==> config.mk <==
export PLATFORM = sky130hd
export DESIGN_NAME = shift_reg_chain
export DESIGN_NICKNAME = d
export VERILOG_FILES = /design/src/rtl/shift_reg_pkg.sv /design/src/rtl/shift_reg_stage.sv /design/src/rtl/shift_reg_chain.sv
export SDC_FILE = /design/constraint.sdc
export NUM_CORES = 1
export LEC_CHECK = 0
export CELL_PAD_IN_SITES_DETAIL_PLACEMENT = 0
export CELL_PAD_IN_SITES_GLOBAL_PLACEMENT = 1
export CORE_AREA = 3 3 170 172
export CTS_BUF_LIST = sky130_fd_sc_hd__clkbuf_4
export CTS_CLUSTER_DIAMETER = 120
export DETAILED_ROUTE_END_ITERATION = 12
export DIE_AREA = 0 0 173 175
export MAX_ROUTING_LAYER = met4
export PLACE_DENSITY = 0.95
export SLEW_MARGIN = 20
export SYNTH_ARGS = -nofsm -noshare
export SYNTH_HDL_FRONTEND = slang
export SYNTH_SLANG_ARGS = --single-unit
==> constraint.sdc <==
create_clock -name clk -period 5.45 [get_ports clk]
set_input_delay 1.09 -clock clk [delete_from_list [all_inputs] [get_ports clk]]
set_output_delay 1.09 -clock clk [all_outputs]
set_load 0.05 [all_outputs]
==> src/rtl/shift_reg_pkg.sv <==
// Shared mode encoding for the shift register chain.
package shift_reg_pkg;

  localparam logic [1:0] MODE_HOLD   = 2'd0;
  localparam logic [1:0] MODE_SHIFT  = 2'd1;
  localparam logic [1:0] MODE_ROTATE = 2'd2;
  localparam logic [1:0] MODE_FILL   = 2'd3;

endpackage

==> src/rtl/shift_reg_stage.sv <==
// One chain stage: data+valid register loading either the previous stage or the input word.
module shift_reg_stage #(
  parameter int unsigned WIDTH = 32
) (
  input  logic             clk,
  input  logic             rst,
  input  logic             ld_en_i,
  input  logic             sel_in_i,
  input  logic             prev_valid_i,
  input  logic [WIDTH-1:0] prev_data_i,
  input  logic             in_valid_i,
  input  logic [WIDTH-1:0] data_in_i,
  output logic             valid_o,
  output logic [WIDTH-1:0] data_o
);

  logic             valid_d, valid_q;
  logic [WIDTH-1:0] data_d, data_q;

  // Next value: hold unless loading, then pick input word or upstream stage.
  always_comb begin
    valid_d = valid_q;
    data_d  = data_q;
    if (ld_en_i) begin
      valid_d = sel_in_i ? in_valid_i : prev_valid_i;
      data_d  = sel_in_i ? data_in_i : prev_data_i;
    end
  end

  // Stage register with synchronous reset.
  always_ff @(posedge clk) begin
    if (rst) begin
      valid_q <= 1'b0;
      data_q  <= '0;
    end else begin
      valid_q <= valid_d;
      data_q  <= data_d;
    end
  end

  assign valid_o = valid_q;
  assign data_o  = data_q;

endmodule

==> src/rtl/shift_reg_chain.sv <==
// Multi-stage shift register with hold/shift/rotate/fill modes, tap mux and occupancy count.
module shift_reg_chain
  import shift_reg_pkg::*;
#(
  parameter int unsigned WIDTH = 32,
  parameter int unsigned DEPTH = 8,
  parameter int unsigned TAPW  = $clog2(DEPTH)
) (
  input  logic                       clk,
  input  logic                       rst,
  input  logic [1:0]                 mode,
  input  logic                       in_valid,
  input  logic [WIDTH-1:0]           data_in,
  input  logic [TAPW-1:0]            tap_sel,
  output logic [WIDTH-1:0]           data_out,
  output logic                       out_valid,
  output logic [WIDTH-1:0]           tap_out,
  output logic                       tap_valid,
  output logic [$clog2(DEPTH+1)-1:0] count,
  output logic                       full,
  output logic                       empty
);

  localparam int unsigned CNTW = $clog2(DEPTH + 1);

  logic             arm_d, arm_q;
  logic [1:0]       eff_mode;
  logic             ld_en, sel_first, sel_rest;
  logic [CNTW-1:0]  count_d, count_q;
  logic             full_d, full_q, empty_d, empty_q;
  logic             stage_valid [DEPTH];
  logic [WIDTH-1:0] stage_data  [DEPTH];

  // Stage control; an unarmed chain behaves as HOLD so the first post-reset cycle is ignored.
  always_comb begin
    eff_mode  = arm_q ? mode : MODE_HOLD;
    ld_en     = 1'b0;
    sel_first = 1'b0;
    sel_rest  = 1'b0;
    unique case (eff_mode)
      MODE_HOLD:   ld_en = 1'b0;
      MODE_SHIFT:  begin ld_en = 1'b1; sel_first = 1'b1; end
      MODE_ROTATE: ld_en = 1'b1;
      MODE_FILL:   begin ld_en = 1'b1; sel_first = 1'b1; sel_rest = 1'b1; end
      default:     ld_en = 1'b0;
    endcase
  end

  // Stage 0 takes the last stage as its upstream so ROTATE closes the ring.
  for (genvar i = 0; i < DEPTH; i++) begin : g_stage
    localparam int unsigned Prev = (i == 0) ? DEPTH - 1 : i - 1;
    shift_reg_stage #(
      .WIDTH (WIDTH)
    ) u_stage (
      .clk          (clk),
      .rst          (rst),
      .ld_en_i      (ld_en),
      .sel_in_i     ((i == 0) ? sel_first : sel_rest),
      .prev_valid_i (stage_valid[Prev]),
      .prev_data_i  (stage_data[Prev]),
      .in_valid_i   (in_valid),
      .data_in_i    (data_in),
      .valid_o      (stage_valid[i]),
      .data_o       (stage_data[i])
    );
  end

  // Occupancy: one in / one out on SHIFT, unchanged on ROTATE, all-or-nothing on FILL.
  always_comb begin
    arm_d   = 1'b1;
    count_d = count_q;
    unique case (eff_mode)
      MODE_SHIFT: count_d = count_q + CNTW'(in_valid) - CNTW'(stage_valid[DEPTH-1]);
      MODE_FILL:  count_d = in_valid ? CNTW'(DEPTH) : '0;
      default:    count_d = count_q;
    endcase
    full_d  = (count_d == CNTW'(DEPTH));
    empty_d = (count_d == '0);
  end

  // Arm flag, count and registered flags.
  always_ff @(posedge clk) begin
    if (rst) begin
      arm_q   <= 1'b0;
      count_q <= '0;
      full_q  <= 1'b0;
      empty_q <= 1'b1;
    end else begin
      arm_q   <= arm_d;
      count_q <= count_d;
      full_q  <= full_d;
      empty_q <= empty_d;
    end
  end

  // Tap mux; out-of-range selects (non-power-of-2 DEPTH) read as zero.
  always_comb begin
    tap_out   = '0;
    tap_valid = 1'b0;
    for (int i = 0; i < DEPTH; i++) begin
      if (tap_sel == TAPW'(i)) begin
        tap_out   = stage_data[i];
        tap_valid = stage_valid[i];
      end
    end
  end

  assign data_out  = stage_data[DEPTH-1];
  assign out_valid = stage_valid[DEPTH-1];
  assign count     = count_q;
  assign full      = full_q;
  assign empty     = empty_q;

endmodule

## Yosys cells after proc, flatten, opt, wreduce, memory -nomap -nowiden

Cells that the tools add are included.

- Add/subtract/negate cells: 2
- Eq/ne operators: 11
- Mux-type cells: 39
- Reductions and logical operators: 5

Operators with widths:

| cell | number |
|---|---|
| $mux 32 | 16 |
| $mux 1 | 19 |
| $eq 3x3->1 const B | 4 |
| $pmux 4 s2 | 1 |
| $eq 3x2->1 const B | 2 |
| $add 4x1->4 | 1 |
| $eq 2x2->1 const B | 2 |
| $eq 4x4->1 const B | 1 |
| $logic_not 4->1 | 1 |
| $mux 4 | 1 |
| $sub 4x1->4 | 1 |
| $eq 3x1->1 const B | 1 |
| $logic_not 3->1 | 1 |
| $reduce_or 3->1 | 1 |
| $eq 2x1->1 const B | 1 |
| $logic_not 2->1 | 1 |
| $mux 2 | 1 |
| $pmux 1 s2 | 1 |
| $reduce_or 2->1 | 1 |

- Register bits: 271
- Input port bits: 40
- Output and inout bits: 72
- Word-level logic and storage cells: 77

## Longest topological paths before layout

Gate-level depths: netlist of the first run.

- Word-level depth: 9
- Depth in mapped cells: 10
- Gate-level depth less buffers: 10

## By module

A second synthesis of the first run with hierarchy kept.

- Cells, all modules: 1635
- Area total of the unflattened synthesis: 14843.0 um^2

By module, submodules not included:

| module | instances | cells each | area each (um^2) | seq. area each (um^2) |
|---|---|---|---|---|
| shift_reg_stage | 8 | 147 | 1485.2 | 660.6 |
| shift_reg_chain | 1 | 459 | 2961.6 | 140.1 |

## Worst setup path after synthesis of the first run

Ideal clock, no wire load.

- Kind: input port to output port
- Start point: input tap_sel[1]
- End point: output tap_out[17]
- Data arrival time: 2611 ps
- Data required time: 4360 ps
- Setup slack: 1749 ps
- Stages on the path: 7
- Path buffers: 4
- Path through: buf_6 buf_6 buf_6 buf_4 nor2_1 a21oi_1 o221ai_1

- Word-level cells in the longest chain between the ends: 9
- Elaborated cells on any way between the ends: 16
- Classes of those cells: eq/ne (7); mux (8); reduce/logical (1)

RTL lines:

| element | RTL line | text |
|---|---|---|
| start, declared | shift_reg_chain.sv:14 | `input logic [TAPW-1:0] tap_sel,` |
| $logic_not 3->1 | shift_reg_chain.sv:101 | `if (tap_sel == TAPW'(i)) begin` |
| $mux 32 (7 in series) | shift_reg_chain.sv:101 |  |
| $mux 32 (*) | shift_reg_chain.sv:101 |  |
| end, declared | shift_reg_chain.sv:17 | `output logic [WIDTH-1:0] tap_out,` |

Every way passes the cells marked *; elsewhere a longest branch is shown, timed or not.

## Final worst setup path of the first run

- Start point: input tap_sel[1]
- End point: output tap_out[24]

The elaborated chain is that of the path after synthesis.

==> results.md, run 1 <==
* Synthesized instance count at 1667
* H-tree depth at 3
* Synth async-reset ratio at 0
* Cells after DPL at 2014
* Post-synth EDFFs at 0
* Post-CTS setup buffer count at 0
* Pin count of the biggest net entering global routing at 128
* Crit path DAT at 3.34 ns
* Die height at 175 microns
* Yosys top cell area share at 0.4103
* Commonest non-fill, non-tap cell in the layout: a21oi_1
* First-pass GRT wire length at 62.85 mm
* Final critical-path required period at 4.430 ns
* Most frequent cells in the layout: 346 x a21oi_1, 270 x dfxtp_1, 228 x o21ai_0
* Vias in the first global route at 11867
* Crit-path max FO at 32
* Via count at 12836
* Setup Skew at 0.03244 ns
* Fin Setup TNS at 0 ns
* Drt wl/cell at 18.26 microns
* WL final at 39.16 mm
* Flops & latches, synth at 271
* Register area share after synthesis at 0.4103
* Floorplan die width at 173 microns
* Area Overhead vs Synth at 15.18%
* Ys flop type: dfxtp_1
* Die area at 30280 sq um
* Hold_buf cts at 0
* Post_cts resized at 0
* 1st-iter DRT viols at 1221
* Hold crit path type: reg2reg
* TritonCTS clock tree: done
* GRT Max-Usage Layer: met2
* Root Driver: clkbuf_4
* Port buffer count at 111
* Clock-pin slew on the worst setup and hold paths at 0.06 ns
* Mapped cell area at 13220 sq um
* # fillers at 2665
* First-pass DRT Iterations at 5
* Post-DP HPWL at 22.26 mm
* Pins Over Slew Limit at 0
* Grt ovf at 0
* Post-synthesis area per instance at 7.932 sq um
* Met3 Resource Use GR at 0.04216
* Critical path class: in2out
* Initial antenna violation count at 1
* Worst slew pin tran at 1.051 ns
* Vias/cell at 5.984
* Total power draw at 5.205 mW
* Clk Latency, worst-skew pair at 0.70 ns
* Total number of yosys warnings at 0
* Met2 GRT Util at 0.3803
* Outcome: complete, no violations
* Placer's final routability congestion estimate at 0.7972
* Final hold violations at 0
* Row count at 61
* Setup crit start kind: primary input
* Synth area leaders: dfxtp_1 41%, a21oi_1 13%, o21ai_0 8.6%, nand2_1 6.2%, mux2i_1 4.6%
* All-Layer GR Usage at 0.2544
* Clock buffer depth at 3
* Syn nets at 1712
* DRT antenna net count at 0
* Met1 usage at 0.3509
* CTS buffer count at 75
* Io pins at 112
* Synth area leader: dfxtp_1
* Distinct cells, synth at 48
* Max-Cap Viols at 0
* WHS at 0.4524 ns
* Setup violations, final at 0
* Layout cells sized above 1 at 0.1353
* Relative slew slack at 0.2992
* WP data required at 4.36 ns
* Max Fclk at 225.7 MHz
* DRC at 0
* RSZ-0062 raised after global routing: false
* Leak Pwr at 5.701 nW
* Clock sinks at 271
* Final worst-path cycle share at 0.8129
* Core Area at 27630 sq um
* Worst VDD drop at 0.0002223 V
* Initial Util at 0.4786
* CP Capture Type: output port
* Fin nets at 1758
* Non-filler instance count after layout at 2145
* Power Density at 341.8 nW/um^2
==> final timing paths <==
kind	start	endpoint	slack (ns)	cells past startpoint
worst min-delay path	g_stage[3].u_stage.data_o[25]	g_stage[4].u_stage.data_o[25]	0.45	2
worst min register to register	g_stage[3].u_stage.data_o[25]	g_stage[4].u_stage.data_o[25]	0.45	2
worst max register to register	arm_q	g_stage[0].u_stage.data_o[17]	2.88	4
worst max-delay path	tap_sel[1]	tap_out[24]	1.02	5
==> synth_stat cells (all sizes together) (5+ instances only) <==
master / n
a211oi: 6
a2111oi: 6
nor3: 7
mux2i: 61
o31a: 27
a221oi: 29
nand3: 36
buf: 82
nor2: 82
nand2: 218
o21ai: 229
nand2b: 5
a311oi: 33
a21oi: 365
clkbuf: 92
dfxtp: 271
and2: 18
a2bb2oi: 28
inv: 8
a22oi: 28
==> cells by family (layout without fill, tap and decap cells) <==
family | after synthesis | in the layout | share of synthesized area
AO/OA/AOI/OAI | 766 | 766 | 0.3502
multiplexers | 63 | 63 | 0.04788
buffers and inverters | 182 | 281 | 0.06558
XOR/XNOR | 1 | 1 | 0.0006625
adder cells (fa/ha/maj) | 5 | 5 | 0.005299
flip-flops | 271 | 271 | 0.4103
other | 0 | 1 | 0
AND/OR/NAND/NOR | 379 | 379 | 0.1201
==> layer usage <==
metal / wire, microns / up-vias
li1: - / 6172
met1: 17900 / 6117
met2: 17710 / 467
met3: 2598 / 80
met4: 952 / 0
met5: 0 / -
==> worst max-delay path, stage by stage <==
cell             delay (ns)
buf_4                  0.37
and2_2                 0.50
a2111oi_0              0.17
o221ai_1               0.31
clkdlybuf4s50_1        0.87
==> flip-flops by register name (all words and copies together), names as in the netlist <==
name / count
g_stage.u_stage.data_o: 256
arm_q: 1
g_stage.u_stage.valid_o: 8
count: 4
full: 1
empty: 1
==> stage by stage <==
step	worst slack, ns	utilization	area (sq um)
global route	0.8972	0.5512	15230
CTS	1.033	0.5511	15230
global placement	1.031	0.5150	14230
detailed placement	1.034	0.5150	14230
floorplan	1.749	-	13220
finish	1.020	0.5512	15230
==> power breakdown <==
| part | switching, mW | internal, mW |
|---|---|---|
| combinational | 0.622 | 0.340 |
| sequential | 0.135 | 2.13 |
| clock | 0.877 | 1.10 |
==> final cells by class <==
class / instances / area (sq um) / area share
Multi-Input combinational cell: 1214 / 6965 / 0.4574
Sequential cell: 271 / 5426 / 0.3563
Timing Repair Buffer: 143 / 1331 / 0.08741
Clock buffer: 115 / 863.3 / 0.05669
Tap cell: 378 / 473.0 / 0.03105
Clock inverter: 15 / 135.1 / 0.008873
Inverter: 8 / 32.53 / 0.002136
Antenna cell: 1 / 2.502 / 0.0001643
Power figures use the tool's default switching activity.
==> run 2, diff against run 1 <==
--- a/config.mk
+++ b/config.mk
@@ -7,13 +7,13 @@
 export LEC_CHECK = 0
 export CELL_PAD_IN_SITES_DETAIL_PLACEMENT = 0
 export CELL_PAD_IN_SITES_GLOBAL_PLACEMENT = 1
-export CORE_AREA = 3 3 170 172
+export CORE_AREA = 3 3 176 178
 export CTS_BUF_LIST = sky130_fd_sc_hd__clkbuf_4
 export CTS_CLUSTER_DIAMETER = 120
 export DETAILED_ROUTE_END_ITERATION = 12
-export DIE_AREA = 0 0 173 175
+export DIE_AREA = 0 0 179 181
 export MAX_ROUTING_LAYER = met4
-export PLACE_DENSITY = 0.95
+export PLACE_DENSITY = 0.92
 export SLEW_MARGIN = 20
 export SYNTH_ARGS = -nofsm -noshare
 export SYNTH_HDL_FRONTEND = slang
==> constraint.sdc (replaced) <==
create_clock -name clk -period 4.3 [get_ports clk]
set_input_delay 0.86 -clock clk [delete_from_list [all_inputs] [get_ports clk]]
set_output_delay 0.86 -clock clk [all_outputs]
set_load 0.05 [all_outputs]
==> run 2 against run 1 <==
Sequential cell count unchanged. Die area up 7.0%. Sequential share of layout area down 0.91 points. Largest power group unchanged. Cell area up 2.6%. Largest cell class unchanged.
==> results.md, run 2 (synthesized netlist as in run 1, its figures left out) <==
* Hold crit path type: reg2reg (unchanged)
* Most frequent cell on the critical path: buf_4
* Row count at 63 (was 61)
* RSZ-0062 raised after global routing: false (unchanged)
* Vias in the first global route at 11701 (was 11867)
* Clk Latency, worst-skew pair at 0.71 ns (was 0.70 ns)
* Critical path class: in2out (unchanged)
* DRC at 0 (unchanged)
* Core Area at 29560 sq um (was 27630 sq um)
* Io pins at 112 (unchanged)
* CTS buffer count at 76 (was 75)
* Initial antenna violation count at 4 (was 1)
* Leak Pwr at 5.802 nW (was 5.701 nW)
* Most frequent cells in the layout: 346 x a21oi_1, 270 x dfxtp_1, 228 x o21ai_0 (unchanged)
* Setup violations, final at 0 (unchanged)
* Fin Setup TNS at 0 ns (unchanged)
* Buf/Inv on CP at 3 (was 2)
* Max reg flops at 256 (unchanged)
* Worst VDD drop at 0.0002240 V (was 0.0002223 V)
* Cells along the critical path: buf_4 > buf_4 > and2_2 > a2111oi_0 > o221ai_1 > buf_12 (was buf_4 > and2_2 > a2111oi_0 > o221ai_1 > clkdlybuf4s50_1)
* Layout cells sized above 1 at 0.1317 (was 0.1353)
* Placer's final routability congestion estimate at 0.7965 (was 0.7972)
* Area Overhead vs Synth at 18.20% (was 15.18%)
* Post-CTS setup buffer count at 0 (unchanged)
* Vias/cell at 5.912 (was 5.984)
* Final worst-path cycle share at 0.8926
* Die area at 32400 sq um (was 30280 sq um)
* Largest stage delay, worst path at 0.58 ns (was 0.87 ns)
* DRT antenna net count at 0 (unchanged)
* Max-Cap Viols at 0 (unchanged)
* Setup Skew at 0.04092 ns (was 0.03244 ns)
* Max Fclk at 260.5 MHz
* First-pass DRT Iterations at 5 (unchanged)
* WL final at 38.25 mm (was 39.16 mm)
* Initial Util at 0.4473 (was 0.4786)
* Crit path DAT at 2.98 ns (was 3.34 ns)
* Pin count of the biggest net entering global routing at 157 (was 128)
* Floorplan die width at 179 microns (was 173 microns)
* Via count at 12747 (was 12836)
* Drt wl/cell at 17.74 microns (was 18.26 microns)
* Clock buffer depth at 3 (unchanged)
* Hold_buf cts at 0 (unchanged)
* Final hold violations at 0 (unchanged)
* Worst slew pin tran at 1.015 ns (was 1.051 ns)
* Outcome: complete, no violations (unchanged)
* Top sig layer: met4 (unchanged)
* Clock-pin slew on the worst setup and hold paths at 0.07 ns (was 0.06 ns)
* Met2 WL at 16.95 mm (was 17.71 mm)
* First-pass GRT wire length at 60.89 mm (was 62.85 mm)
* Die height at 181 microns (was 175 microns)
* Crit-path max FO at 24 (was 32)
* Wl on met1 at 17.70 mm (was 17.90 mm)
* Relative slew slack at 0.3232 (was 0.2992)
* Power Density at 422.1 nW/um^2 (was 341.8 nW/um^2)
* H-tree depth at 3 (unchanged)
* CP max-delay cell: and2_2 (was clkdlybuf4s50_1)
* Grt ovf at 0 (unchanged)
* 1st-iter DRT viols at 1064 (was 1221)
* Metal3 WL at 2.787 mm (was 2.598 mm)
* Commonest non-fill, non-tap cell in the layout: a21oi_1 (unchanged)
* Top delay family on crit path: buffers and inverters (unchanged)
* Pins Over Slew Limit at 0 (unchanged)
* WHS at 0.4572 ns (was 0.4524 ns)
* WP data required at 3.44 ns (was 4.36 ns)
* Fin nets at 1755 (was 1758)
* All-Layer GR Usage at 0.2344 (was 0.2544)
* Setup crit start kind: primary input (unchanged)
* Post-DP HPWL at 22.22 mm (was 22.26 mm)
* Port buffer count at 111 (unchanged)
* CP Capture Type: output port (unchanged)
* Root Driver: clkbuf_4 (unchanged)
* Clock sinks at 271 (unchanged)
* TritonCTS clock tree: done (unchanged)
* Final critical-path required period at 3.838 ns
* Post_cts resized at 0 (unchanged)
-- run 2: changes by cell type in the layout (fill, tap and decap cells not counted), sizes merged --
cell	previous run	this run
clkbuf	115	106
clkinvlp	0	2
diode	1	4
clkinv	10	17
buf	67	66
clkdlybuf4s50	76	73
-- run 2: tightest hold or removal path, stage by stage, from the launching register on --
cell and delay (ns):
dfxtp_1 0.33, nand2_1 0.06, a21oi_1 0.05
-- run 2: metal layers --
| metal | vias up | track usage |
|---|---|---|
| met4 | 0 | 0.07481 |
| li1 | 6177 | - |
| met1 | 6062 | 0.3225 |
| met3 | 69 | 0.05002 |
| met5 | - | - |
| met2 | 439 | 0.3436 |
-- run 2: worst paths after layout --
| path | start | end | slack, ns | depth (start not counted) |
|---|---|---|---|---|
| setup / recovery | tap_sel[1] | tap_out[2] | 0.46 | 6 |
| hold / removal | g_stage[0].u_stage.data_o[15] | g_stage[1].u_stage.data_o[15] | 0.46 | 2 |
| setup reg to reg | arm_q | g_stage[0].u_stage.data_o[27] | 2.01 | 4 |
| hold reg to reg | g_stage[0].u_stage.data_o[15] | g_stage[1].u_stage.data_o[15] | 0.46 | 2 |
-- run 2: metrics by stage --
step	std cells	setup slack, ns	instance area [sq um]	power, mW	utilization
after floorplan	1667	1.059	13220	3.768	-
after global placement	2022	0.4932	14650	4.222	0.4955
after detailed placement	2022	0.4500	14650	4.245	0.4955
after CTS	2152	0.4652	15620	6.648	0.5284
after global routing	2156	0.3302	15630	6.917	0.5287
final	2156	0.4618	15630	6.597	0.5287
-- run 2: report_power, final --
part	internal, mW	switching, mW	total, mW
Clock	1.31	1.08	2.39
Combinational	0.523	0.806	1.33
Sequential	2.71	0.169	2.87
Total	4.54	2.05	6.60
-- run 2: cell type report --
type	instances	area [sq um]
antenna	4	10.01
clock buffer	106	795.8
clock inverter	24	176.4
fill	2759	13930
inverter	8	32.53
multi-input combinational	1214	6968
sequential	271	5426
tap	390	488.0
timing repair buffer	139	1732
==> run 3, diff against run 2 <==
--- a/config.mk
+++ b/config.mk
@@ -12,6 +12,7 @@
 export CTS_CLUSTER_DIAMETER = 120
 export DETAILED_ROUTE_END_ITERATION = 12
 export DIE_AREA = 0 0 179 181
+export GPL_ROUTABILITY_DRIVEN = 0
 export MAX_ROUTING_LAYER = met4
 export PLACE_DENSITY = 0.92
 export SLEW_MARGIN = 20
==> results of run 3 <==
Final layout, timing and power as in run 2 (identical DEF).
